==> config.mk <==
export PLATFORM = sky130hd
export DESIGN_NAME = bin2bcd_converter
export DESIGN_NICKNAME = d
export VERILOG_FILES = /design/src/rtl/bin2bcd_converter.sv
export SDC_FILE = /design/constraint.sdc
export NUM_CORES = 1
export LEC_CHECK = 0
export ABC_AREA = 1
export BUFFER_PORTS_ARGS = -buffer_cell sky130_fd_sc_hd__buf_2
export CAP_MARGIN = 40
export CORE_MARGIN = 4
export CORE_UTILIZATION = 51
export CTS_CLUSTER_SIZE = 12
export DETAILED_ROUTE_END_ITERATION = 10
export PLACE_DENSITY = 0.75
export RECOVER_POWER = 100
export REMOVE_ABC_BUFFERS = 1
export SLEW_MARGIN = 5
export SYNTH_ARGS = -nofsm -noshare
export SYNTH_HDL_FRONTEND = slang
export SYNTH_SLANG_ARGS = --single-unit
export TNS_END_PERCENT = 50
==> constraint.sdc <==
create_clock -name CLK -period 2.9 [get_ports CLK]
set_input_delay 0.145 -clock CLK [delete_from_list [all_inputs] [get_ports CLK]]
set_output_delay 0.145 -clock CLK [all_outputs]
set_load 0.01 [all_outputs]
==> src/rtl/bin2bcd_converter.sv <==
// bin2bcd_converter: sequential double-dabble binary to 8-digit packed BCD
// with leading-zero blanking and overflow saturation at 99_999_999.
module bin2bcd_converter #(
   parameter int IN_W = 27
) (
   input  logic            CLK,
   input  logic            RST,
   input  logic [IN_W-1:0] BIN,
   input  logic            START,
   input  logic            BLANK_LZ,
   output logic            BUSY,
   output logic            DONE,
   output logic            OVF,
   output logic [33:0]     NUM
);
   localparam int CNT_W = $clog2(IN_W + 1);
   typedef enum logic [1:0] {S_IDLE, S_SHIFT, S_FINISH} state_t;
   state_t r_state, w_next;
   logic [IN_W-1:0]  r_bin;
   logic [31:0]      r_bcd, w_adj, w_res;
   logic [CNT_W-1:0] r_cnt;
   logic             r_blank, r_ovf_in, r_done, r_ovf, w_lead, w_start, w_last, w_big;
   logic [33:0]      r_num;
   logic [IN_W+31:0] w_bin_ext;
   assign w_start   = (r_state == S_IDLE) && START;
   assign w_last    = r_cnt == CNT_W'(IN_W - 1);
   assign w_bin_ext = {32'd0, BIN};
   assign w_big     = w_bin_ext > (IN_W + 32)'(99_999_999);
   assign BUSY      = r_state != S_IDLE;
   assign DONE      = r_done;
   assign OVF       = r_ovf;
   assign NUM       = r_num;
   always_ff @(posedge CLK or posedge RST) begin
      if (RST) r_state <= S_IDLE;
      else     r_state <= w_next;
   end
   always_comb begin
      w_next = (r_state == S_IDLE)  ? (START ? S_SHIFT : S_IDLE) :
               (r_state == S_SHIFT) ? (w_last ? S_FINISH : S_SHIFT) : S_IDLE;
   end
   for (genvar g = 0; g < 8; g++) begin : g_adj
      assign w_adj[4*g +: 4] = (r_bcd[4*g +: 4] >= 4'd5) ? r_bcd[4*g +: 4] + 4'd3 : r_bcd[4*g +: 4];
   end
   // Blank from the top digit down while digits stay zero; digit 0 always shown.
   always_comb begin
      w_res  = r_bcd;
      w_lead = r_blank;
      for (int i = 7; i >= 1; i--) begin
         w_lead = w_lead && (r_bcd[4*i +: 4] == 4'd0);
         if (w_lead) w_res[4*i +: 4] = 4'hF;
      end
      if (r_ovf_in) w_res = 32'h9999_9999;
   end
   always_ff @(posedge CLK or posedge RST) begin
      if (RST) begin
         r_bin    <= '0;
         r_bcd    <= '0;
         r_cnt    <= '0;
         r_blank  <= 1'b0;
         r_ovf_in <= 1'b0;
         r_done   <= 1'b0;
         r_ovf    <= 1'b0;
         r_num    <= '0;
      end else begin
         r_done <= r_state == S_FINISH;
         if (w_start) begin
            r_bin    <= BIN;
            r_blank  <= BLANK_LZ;
            r_ovf_in <= w_big;
            r_bcd    <= '0;
            r_cnt    <= '0;
         end else if (r_state == S_SHIFT) begin
            r_bcd <= {w_adj[30:0], r_bin[IN_W-1]};
            r_bin <= r_bin << 1;
            r_cnt <= r_cnt + 1'b1;
         end else if (r_state == S_FINISH) begin
            r_num <= {2'b00, w_res};
            r_ovf <= r_ovf_in;
         end
      end
   end
endmodule

**Yosys cells after proc, flatten, opt, wreduce, memory -nomap -nowiden**

Index checks and enable logic that the tools add are counted.
Widths: inputs -> output; s select.

- Output and inout port bits: 37
- Input bits: 31
- Bits in registers: 102
- Word-level logic and storage cells: 77

- Add/sub/neg operators: 9
- Reduce and logical (&&, ||, !) cells: 19
- Muxes and demuxes: 26
- Magnitude comparators: 9
- Eq/ne operators: 3
- Bitwise operators: 2

Operators by type and width:

| kind | count |
|---|---|
| $mux 32 | 3 |
| $mux 4 | 14 |
| $mux 27 | 2 |
| $ge 4x3->1 const B | 8 |
| $add 4x2->4 const B | 7 |
| $logic_not 4->1 | 7 |
| $gt 27x27->1 const B | 1 |
| $mux 5 | 2 |
| $logic_and 1x1->1 | 8 |
| $mux 2 | 3 |
| $add 5x1->5 const B | 1 |
| $eq 5x5->1 const B | 1 |
| $reduce_bool 2->1 | 2 |
| $add 3x2->3 const B | 1 |
| $mux 3 | 1 |
| $reduce_and 3->1 | 1 |
| $eq 2x1->1 const B | 1 |
| $eq 2x2->1 const B | 1 |
| $logic_not 2->1 | 1 |
| $not 1->1 | 2 |
| $mux 1 | 1 |

**Depth between registers and ports, before layout**

Gate-level depths: netlist of run 1.

- Depth in word-level cells: 10
- Depth in mapped cells: 12

**Least setup slack after synthesis of run 1**

OpenSTA, ideal clock, no wires.

- Kind: register to register
- Start: register r_bcd[28]
- End: register r_num[5] (netlist: NUM[5])
- Buffers on the path: 0
- Data required time: 2,834 ps
- Cell stages (with the launch flop): 13
- Setup time: 66 ps
- Arrival time: 1,396 ps
- Path slack: 1,439 ps
- Cells stage by stage: dfrtp_1 inv_1 ha_1 nand2_1 inv_1 nand2_2 nor2_4 nand3_4 nor2_4 nand3_2 nand2_1 nand2_1 nand2_1

- Word-level cells in the longest chain between the ends: 10

Ends and longest elaborated chain:

| element | RTL line | RTL |
|---|---|---|
| start: declaration | 20 | `logic [31:0] r_bcd, w_adj, w_res;` |
| start signal: assignment | 73 | `r_bcd <= {w_adj[30:0], r_bin[IN_W-1]};` |
| $logic_not 4->1 | 49 | `w_lead = w_lead && (r_bcd[4*i +: 4] == 4'd0);` |
| $logic_and 1x1->1 (7 in series) | 49 |  |
| $mux 4 | 50 | `if (w_lead) w_res[4*i +: 4] = 4'hF;` |
| $mux 32 | 52 | `if (r_ovf_in) w_res = 32'h9999_9999;` |
| end signal: assignment | 77 | `r_num <= {2'b00, w_res};` |
| end: declaration | 23 | `logic [33:0] r_num;` |

Every way passes these cells.
A chain may end at the register's enable or synchronous reset.

**Final worst setup path of run 1**

- Start: register r_state[0]
- End: register r_bcd[13]

- Word-level cells in the longest chain between the ends: 3
- Elaborated cells on any way between the ends: 5
- Classes of those cells: eq/ne: 1; mux: 1; reduce/logical: 3

Ends and longest elaborated chain:

| element | RTL line | RTL |
|---|---|---|
| start: declaration | 18 | `state_t r_state, w_next;` |
| start signal: assignment | 35 | `else r_state <= w_next;` |
| $logic_not 2->1 | 25 | `assign w_start = (r_state == S_IDLE) && START;` |
| $logic_and 1x1->1 | 25 |  |
| $mux 32 or $reduce_bool 2->1 (tied branches) | -- |  |

Parallel ways exist; a longest one is shown, timed or not.

==> results of run 1 <==
[layout by cell type (no fill, tap or decap), drive strengths merged, types with 17 or more instances in the layout]
cell type and instances:
clkbuf 52, o21ai 58, nand3 22, nand2 143, inv 77, dfrtp 102, nor2 38, ha 25
buf 32, a21oi 34, a31oi 17
[worst paths after layout]
path                       cells after the start  slack (ns)                    end                 start
setup / recovery                               6        0.66  r_bcd[13]$_DFFE_PP0P_  r_state[0]$_DFF_PP0_
hold / removal                                 3       0.007  r_bin[14]$_DFFE_PP0P_               BIN[14]
setup reg to reg                               6        0.66  r_bcd[13]$_DFFE_PP0P_  r_state[0]$_DFF_PP0_
hold reg to reg                                2        0.48    NUM[29]$_DFFE_PP0P_   NUM[29]$_DFFE_PP0P_
max in group asynchronous                      5        1.02    NUM[29]$_DFFE_PP0P_                   RST
min in group asynchronous                      3        0.54   r_cnt[2]$_DFFE_PP0P_                   RST
[cell families (layout without fill, tap and decap cells)]
kind of cell    Yosys count  count (layout)  share of synthesized area (%)
other cells               1               2                         0.0733
buf+inv                  98             177                           7.85
simple gates            227             227                           19.6
flops                   102             102                           49.9
fa+ha+maj                25              25                           6.11
xor+xnor                  6               6                           1.03
compound gates          139             139                           15.5
[where the power goes]
part	total (mW)	internal (mW)	leakage (nW)	switching [mW]
combinational	2.35	0.877	1.50	1.48
clock	0.923	0.446	0.0996	0.477
sequential	2.36	1.98	1.26	0.383
total	5.64	3.30	2.85	2.34
[through the flow]
step	cells	util [%]	area [sq um]	power [mW]	hold WS, ns
6_report	811	59.4	5800	5.64	0.00699
4_1_cts	811	60.2	5890	5.72	0.00336
2_1_floorplan	580	-	5020	4.06	0.255
5_1_grt	811	59.4	5800	6.16	0.0188
3_3_place_gp	783	56.8	5550	4.63	0.347
3_5_place_dp	784	57.0	5580	4.77	0.149
[metal layers]
metal  global-route usage, %  up-vias
met5                       0        -
met4                    7.12        0
met3                    4.18       18
met2                    35.3      116
met1                    27.3     2113
li1                        -     2106
[final cells by class]
class | count | area [sq um] | area share (%)
clock buffer | 13 | 159 | 2.74
clock inverter | 3 | 42.5 | 0.733
inverter | 79 | 298 | 5.13
multi-input combinational | 399 | 2140 | 36.9
sequential | 102 | 2550 | 44.0
tap | 133 | 166 | 2.87
timing repair buffer | 82 | 445 | 7.68
[state kept, by name, summed over array words and instances, names as in the netlist]
name,cells
NUM,32
r_bcd,32
r_bin,27
r_cnt,5
r_state,2
DONE,1
OVF,1
r_blank,1
r_ovf_in,1
[synth_stat cells]
| cell | number | area [sq um] |
|---|---|---|
| nand3_4 | 1 | 17.5 |
| inv_1 | 72 | 270 |
| nand4_1 | 11 | 68.8 |
| o211ai_1 | 12 | 90.1 |
| nor3b_1 | 2 | 15.0 |
| a21o_1 | 4 | 30.0 |
| or2_2 | 6 | 37.5 |
| o21ai_0 | 58 | 290 |
| inv_2 | 6 | 22.5 |
| conb_1 | 1 | 3.75 |
| xor2_1 | 6 | 52.6 |
| a21oi_1 | 34 | 170 |
| nand2_1 | 137 | 514 |
| nand3_1 | 20 | 100 |
| clkbuf_8 | 1 | 13.8 |
| clkbuf_1 | 7 | 26.3 |
| ha_1 | 25 | 313 |
| o221ai_1 | 2 | 17.5 |
| o21a_1 | 1 | 7.51 |
| nand2_2 | 6 | 37.5 |
| nor3_1 | 5 | 25.0 |
| buf_2 | 7 | 35.0 |
| nor2_4 | 3 | 33.8 |
| nor2_1 | 31 | 116 |
| nand3_2 | 1 | 10.0 |
| buf_4 | 4 | 30.0 |
| dfrtp_1 | 102 | 2550 |
| nor2_2 | 4 | 25.0 |
| a31oi_1 | 17 | 106 |
| clkinv_1 | 1 | 3.75 |
| o22ai_1 | 6 | 37.5 |
| o32ai_1 | 5 | 43.8 |
[critical path: cells and delay by family, from the launching register on]
family | cells | cell delay (ns)
AOI/OAI and AO/OA | 1 | 0.31
buffers and inverters | 3 | 1.26
DFF | 1 | 0.38
and+or+nand+nor | 2 | 0.17
==> metrics, run 1 <==
Cell Pwr Density 971 nW/um^2; post-CTS setup buffer count 0; CTS-repair resized insts 0; layout cells sized above 1 9.88%; Crit. End Element flip-flop; final period utilization 77.3%; Rows 36; setup TNS 0 ns; Lkg Pwr 2.85 nW; maximum buffer depth of the clock tree 2; Critical Path Fanout Max 35; status completed; vias in the first global route 4254; worst-skew pair later-pin latency 0.38 ns; Top Layer Used met4; vias 4353; cell mode on critical path inv_1; met3 wire length 595 microns; synth unique cells 32; clk sinks 102; CTS clk-pin slew, worst paths 0.09 ns; Worst Path Class, Setup flip-flop to flip-flop; Final Critical Period 2.24 ns; Achievable Freq 446 MHz; DIE WIDTH 108 microns; H-tree depth 3; Initial Util 52.4%; PortBufs 65; final wirelength 11500 microns; worst slew margin relative to its limit 18.0%; Post-Route M1 WL 5180 microns; fin worst setup slack 0.657 ns; slowest cell on the critical path inv_1; routability cong. 0.895; All-Layer GR Usage 21.0%; average routed wire per standard cell 14.2 microns; DRC viols 0; Hold Crit Class primary input to flip-flop; RSZ-0062 raised after global routing false; gr ovfl total 0; largest net degree at the start of global routing 64; slew of the pin with the lowest slew margin 1.22 ns; core area 9770 sq um; initial drt markers 182; Area Overhead vs Synth 13.4%; CP peak stage delay 0.72 ns; Final Hold Fails 0; Root Buffer Master clkbuf_8; Peak VDD IR 0.457 mV; Max Clock Skew 0.0131 ns; HPWL after DPL 7970 microns; CTS Buf Count 9; flops & latches, synth 102; initial antenna violation count 0; met2 wire len 5540 microns; register area share after synthesis 49.9%; endpoints failing setup 0; Syn. warnings 0; Pins Over Slew Limit 0; die span in y 108 microns; Worst EP required 3.18 ns; CP Launch Type flip-flop; drt pass-1 iters 5; CTS tree yes; max-cap violations 0; die footprint 11700 sq um; Ports 68; CTS Hold Buffers Added 11; syn avg cell area 8.56 sq um; Routed Antenna Nets 0; synthesized cell area 5120 sq um; # diodes 0; Nets 729; fill count 917; pre-CTS setup slack 1.03 ns; first-pass GRT wire length 19700 microns; cell count after synthesis 598; Worst Path Arrival 2.53 ns; Critical Path, Cell by Cell inv_1 -> nor2_1 -> inv_1 -> nand2_2 -> clkbuf_2 -> o21ai_0; vias per cell 5.37
No activity file was read; power rests on OpenSTA's default activity.
==> run 2, diff against run 1 <==
Clock period 2.9 ns to 1.95 ns, I/O delays scaled along.
==> metrics, run 2 (synthesized netlist as in run 1, its figures left out) <==
maximum buffer depth of the clock tree 2; CTS clk-pin slew, worst paths 0.10 ns; Cell Pwr Density 1430 nW/um^2; Critical Path, Cell by Cell inv_1 -> ha_1 -> nand2_1 -> inv_1 -> nand2_2 -> nor2_4 -> nand3_4 -> nor2_4 -> nand3_2 -> nand2_1 -> nand2_1 -> nand2_1; layout cells sized above 1 11.3%; Sw Ratio 42.0%; met1 usage 27.0%; gr ovfl total 0; Peak VDD IR 0.741 mV; worst reg2reg path depth 12; fill count 870; slowest cell on the critical path dfrtp_1; clock network fraction of total power 16.5%; final wirelength 11300 microns; Crit. End Element flip-flop; HPWL after DPL 7900 microns; worst slew margin relative to its limit 38.7%; core area 9770 sq um; endpoints failing setup 0; PortBufs 65; largest net degree at the start of global routing 65; vias in the first global route 4156; All-Layer GR Usage 20.5%; cell mode on critical path nand2_1; Seq pwr share 41.5%; Routed Antenna Nets 0; Achievable Freq 581 MHz; initial antenna violation count 0; commonest cells after routing, fill and taps aside 138 x nand2_1, 102 x dfrtp_1, 71 x inv_1, 58 x o21ai_0, 37 x clkbuf_1; max-cap violations 0; Final Critical Period 1.72 ns; Worst EP required 2.27 ns; Area Overhead vs Synth 15.1%; CTS Buf Count 9; sw power 3.53 mW; drt pass-1 iters 4; min-delay src BIN[0]; Hold Path Depth 3; area of the multi-input gates 2160 sq um; grt peak-use layer met2; Reg-to-Reg Start r_bcd[28]$_DFFE_PP0P_; initial drt markers 205; RSZ-0062 raised after global routing false; Worst Path Class, Setup flip-flop to flip-flop; H-tree depth 3; CTS tree yes; final period utilization 88.3%; DIE WIDTH 108 microns; Critical Path Fanout Max 6; die footprint 11700 sq um; worst-skew pair later-pin latency 0.38 ns; Rows 36; post-CTS setup buffer count 0; pre-CTS setup slack 0.252 ns; CP peak stage delay 0.42 ns; vias 4366; DRC viols 0; Reg2Reg Setup Slack 0.23 ns; first-pass GRT wire length 19300 microns; final instance area 5890 sq um; most common cell after layout, fill and taps aside nand2_1; Root Buffer Master clkbuf_8; # diodes 0; Final Hold Fails 0; fin worst setup slack 0.228 ns; routability cong. 0.883; met3 global-route usage 5.79%; reg2reg end NUM[6]$_DFFE_PP0P_; Worst Path Arrival 2.04 ns; Power, Total 8.40 mW; clk sinks 102; setup TNS 0 ns; die span in y 108 microns; Register Area 2550 sq um; Int Pwr 4.87 mW; dpl cell area 5610 sq um; Nets 739; combinational share of power 42.0%; CP Launch Type flip-flop; CP Buf/Inv Count 2; average routed wire per standard cell 13.7 microns; Ports 68; status completed; WHS Endpoint r_bin[0]$_DFFE_PP0P_; Max Clock Skew 0.0149 ns; Hold Crit Class primary input to flip-flop; CP top delay family simple AND/OR/NAND/NOR gates; vias per cell 5.32; routing usage on met2 34.4%; Pins Over Slew Limit 0; Initial Util 52.4%; Lkg Pwr 2.88 nW; slew of the pin with the lowest slew margin 0.919 ns
==> run 2: changes by cell type in the layout (fill, tap and decap cells not counted), moves of 3 or more <==
cell	previous run	this run
dlygate4sd3_1	11	17
clkbuf_1	40	37
clkbuf_2	1	6
inv_1	74	71
==> run 2: worst min-delay path: cells and delay by family <==
family | cells | cell delay (ns)
buffers and inverters | 2 | 0.16
AOI/OAI and AO/OA | 1 | 0.10
==> run 2: power groups by stage <==
| stage | combinational (mW) | clock (mW) | sequential (mW) |
|---|---|---|---|
| after CTS | 3.62 | 1.41 | 3.48 |
| after detailed placement | 3.57 | 0 | 3.52 |
| final | 3.53 | 1.38 | 3.48 |
| after global placement | 3.43 | 0 | 3.48 |
| after floorplan | 2.57 | 0 | 3.47 |
| after global routing | 4.08 | 1.51 | 3.60 |
==> run 2: worst max path at each step <==
stage                          startpoint  cells after the start             endpoint
floorplan                             RST                      1       DONE$_DFF_PP0_
global placement    r_bcd[28]$_DFFE_PP0P_                     12   NUM[6]$_DFFE_PP0P_
detailed placement  r_bcd[28]$_DFFE_PP0P_                     12   NUM[6]$_DFFE_PP0P_
CTS                 r_bcd[28]$_DFFE_PP0P_                     12   NUM[6]$_DFFE_PP0P_
global route        r_bcd[28]$_DFFE_PP0P_                     12  NUM[10]$_DFFE_PP0P_
finish              r_bcd[28]$_DFFE_PP0P_                     12   NUM[6]$_DFFE_PP0P_
==> run 2: final cells by class <==
cell class                 count  area share (%)
inverter                      79            5.06
timing repair buffer          92            8.61
clock inverter                 7            1.38
clock buffer                   9            2.10
sequential                   102            43.3
tap                          133            2.83
multi-input combinational    399            36.7
==> run 2: repair_timing <==
action,4_1_cts,5_1_grt
hold endpoints to repair,118,0
hold buffers,17,0
resized for setup,0,0
==> run 2: through the flow <==
| step | utilization [%] | cells | hold slack, ns |
|---|---|---|---|
| floorplan | - | 580 | 0.207 |
| global placement | 57.4 | 788 | 0.0329 |
| detailed placement | 57.4 | 788 | 0.0351 |
| CTS | 61.2 | 821 | 0.00559 |
| global route | 60.2 | 821 | 0.0255 |
| finish | 60.2 | 821 | 0.0181 |
==> run 2: per-layer routing <==
layer  share of wire, %  wire (microns)  vias up
li1                   -               -     2135
met1                 45            5030     2107
met2                 49            5530      116
met3                5.7             640        8
met4               0.77              87        0
met5                  0               0        -
==> run 3, diff against run 2 <==
Settings changed: ABC_AREA 1 to default, CORE_UTILIZATION 51 to 40, PLACE_DENSITY 0.75 to 0.72.
==> metrics, run 3 <==
syn avg cell area 9.54 sq um; routability cong. 0.827; min-delay src BIN[21]; Core Util, Final 50.1%; Worst EP required 2.22 ns; clk sinks 102; worst-skew pair later-pin latency 0.35 ns; pre-CTS setup slack 0.0215 ns; layout cells sized above 1 13.6%; met2 wire len 5920 microns; Initial Util 41.3%; Crit. End Element flip-flop; fin worst setup slack 0.0789 ns; Area Overhead vs Synth 21.5%; met3 wire length 553 microns; DIE WIDTH 120 microns; Root Buffer Master clkbuf_16; CP Launch Type flip-flop; Hold Path Depth 3; asr flop ratio synth 100%; dpl cell area 5610 sq um; Final Hold Fails 0; Routed Antenna Nets 0; reg2reg end NUM[5]$_DFFE_PP0P_; Rows 40; Critical Path Fanout Max 5; Peak VDD IR 0.474 mV; synth cell count leaders 102 x dfrtp_1, 87 x nand2_1, 52 x o21ai_0; average routed wire per standard cell 15.1 microns; Final Critical Period 1.87 ns; cell count after synthesis 526; worst reg2reg path depth 7; initial antenna violation count 0; Reg-to-Reg Start r_bcd[25]$_DFFE_PP0P_; CTS Buf Count 9; Reg2Reg Setup Slack 0.08 ns; maximum buffer depth of the clock tree 2; WHS Endpoint r_bin[21]$_DFFE_PP0P_; most common cell after layout, fill and taps aside dfrtp_1; core area 12200 sq um; Ports 68; Max Clock Skew 0.00603 ns; initial drt markers 194; Worst Path Arrival 2.14 ns; synth unique cells 42; slew of the pin with the lowest slew margin 1.24 ns; Post-Route M1 WL 5230 microns; main flop type after synthesis dfrtp_1; placed insts 746; # diodes 0; largest net degree at the start of global routing 58; PortBufs 65; final wirelength 11900 microns; DRC viols 0; status completed; Top Layer Used met4; HPWL after DPL 7870 microns; die span in y 120 microns; gr ovfl total 0; CTS clk-pin slew, worst paths 0.06 ns; register area share after synthesis 50.9%; H-tree depth 3; Lkg Pwr 2.73 nW; share of the synthesized area in the top cell type 50.9%; All-Layer GR Usage 16.9%; most common cell in the synthesized netlist dfrtp_1; vias in the first global route 4288; Post-Layout Cell Count 787; max-cap violations 0; RSZ-0062 raised after global routing true; first-pass GRT wire length 20100 microns; largest cells by area after synthesis dfrtp_1 51%, nand2_1 6.5%, ha_1 6.2%; commonest cells after routing, fill and taps aside 102 x dfrtp_1, 87 x nand2_1, 51 x o21ai_0, 39 x clkbuf_1; worst slew margin relative to its limit 16.8%; die footprint 14400 sq um; endpoints failing setup 0; vias 4156; vias per cell 5.28; Syn. warnings 0; drt pass-1 iters 5; final period utilization 96.0%; Hold Crit Class primary input to flip-flop; Pins Over Slew Limit 0; area leader, netlist dfrtp_1; Achievable Freq 534 MHz; Nets 672; Cell Pwr Density 1510 nW/um^2; flops & latches, synth 102; final instance area 6100 sq um; Worst Path Class, Setup flip-flop to flip-flop; Post-synth EDFFs 0; synthesized cell area 5020 sq um; CTS tree yes
==> run 3: cell count changes in the layout (fill, tap and decap cells not counted), moves of 11 or more <==
cell / change
inv_1: -57
nand2_1: -51
a31oi_1: -13
o211ai_1: -11
a22oi_1: +26
o31ai_1: +14
==> run 3: layer usage <==
metal	vias up	global-route usage, %
met5	-	0
li1	2011	-
met3	15	2.92
met2	100	28.8
met4	0	5.80
met1	2030	21.8
==> run 3: worst max path at each step <==
stage                               start              endpoint  depth (start not counted)
global placement    r_bcd[25]$_DFFE_PP0P_    NUM[5]$_DFFE_PP0P_                          7
detailed placement  r_bcd[25]$_DFFE_PP0P_   NUM[13]$_DFFE_PP0P_                          7
global route        r_bcd[25]$_DFFE_PP0P_   NUM[19]$_DFFE_PP0P_                          8
CTS                 r_bcd[25]$_DFFE_PP0P_   NUM[13]$_DFFE_PP0P_                          7
finish              r_bcd[25]$_DFFE_PP0P_    NUM[5]$_DFFE_PP0P_                          7
floorplan            r_state[1]$_DFF_PP0_  r_cnt[2]$_DFFE_PP0P_                          4
==> run 3: stage by stage <==
stage / setup TNS (ns) / hold WS (ns) / total power [mW]
2_1_floorplan: -134.91 / 0.203 / 6.27
3_3_place_gp: 0 / 0.101 / 7.31
3_5_place_dp: 0 / 0.105 / 7.55
4_1_cts: 0 / 0.00137 / 9.26
5_1_grt: -0.0176 / 0.0148 / 9.93
6_report: 0 / 0.00529 / 9.18
==> run 3: cell type report <==
cell class	count	area (sq um)
multi-input combinational	375	2310
clock buffer	12	246
timing repair buffer	109	694
clock inverter	2	10.0
tap	168	210
fill	1135	6070
inverter	19	72.6
sequential	102	2550
==> run 3: worst max-delay path, stage by stage (launching register included) <==
cell     delay [ns]
dfrtp_1        0.41
inv_2          0.10
ha_1           0.14
or3b_4         0.40
nor4_4         0.27
buf_6          0.18
nand4_4        0.12
a31oi_1        0.18
==> run 3: report_power, final <==
group	switching, mW	internal [mW]	leakage, nW
Combinational	2.07	1.67	1.34
Clock	0.750	0.883	0.128
Sequential	0.790	3.01	1.26
Total	3.61	5.57	2.73
==> run 3: kinds of logic (layout without fill, tap and decap cells) <==
group           after synthesis  in the layout  share of synthesized area [%]
fa+ha+maj                    25             25                           6.23
other cells                   1              2                         0.0747
simple gates                196            196                           19.2
compound gates              135            135                           16.4
mux                           8              8                           1.80
xor+xnor                      9              9                           1.57
flops                       102            102                           50.9
buf+inv                      50            142                           3.89
==> run 3: what timing repair did <==
action	in CTS	in global routing
resized for setup	0	9
endpoints found under the setup margin	0	12
hold buffers	25	0
buffers inserted	0	2
endpoints found under the hold margin	50	0
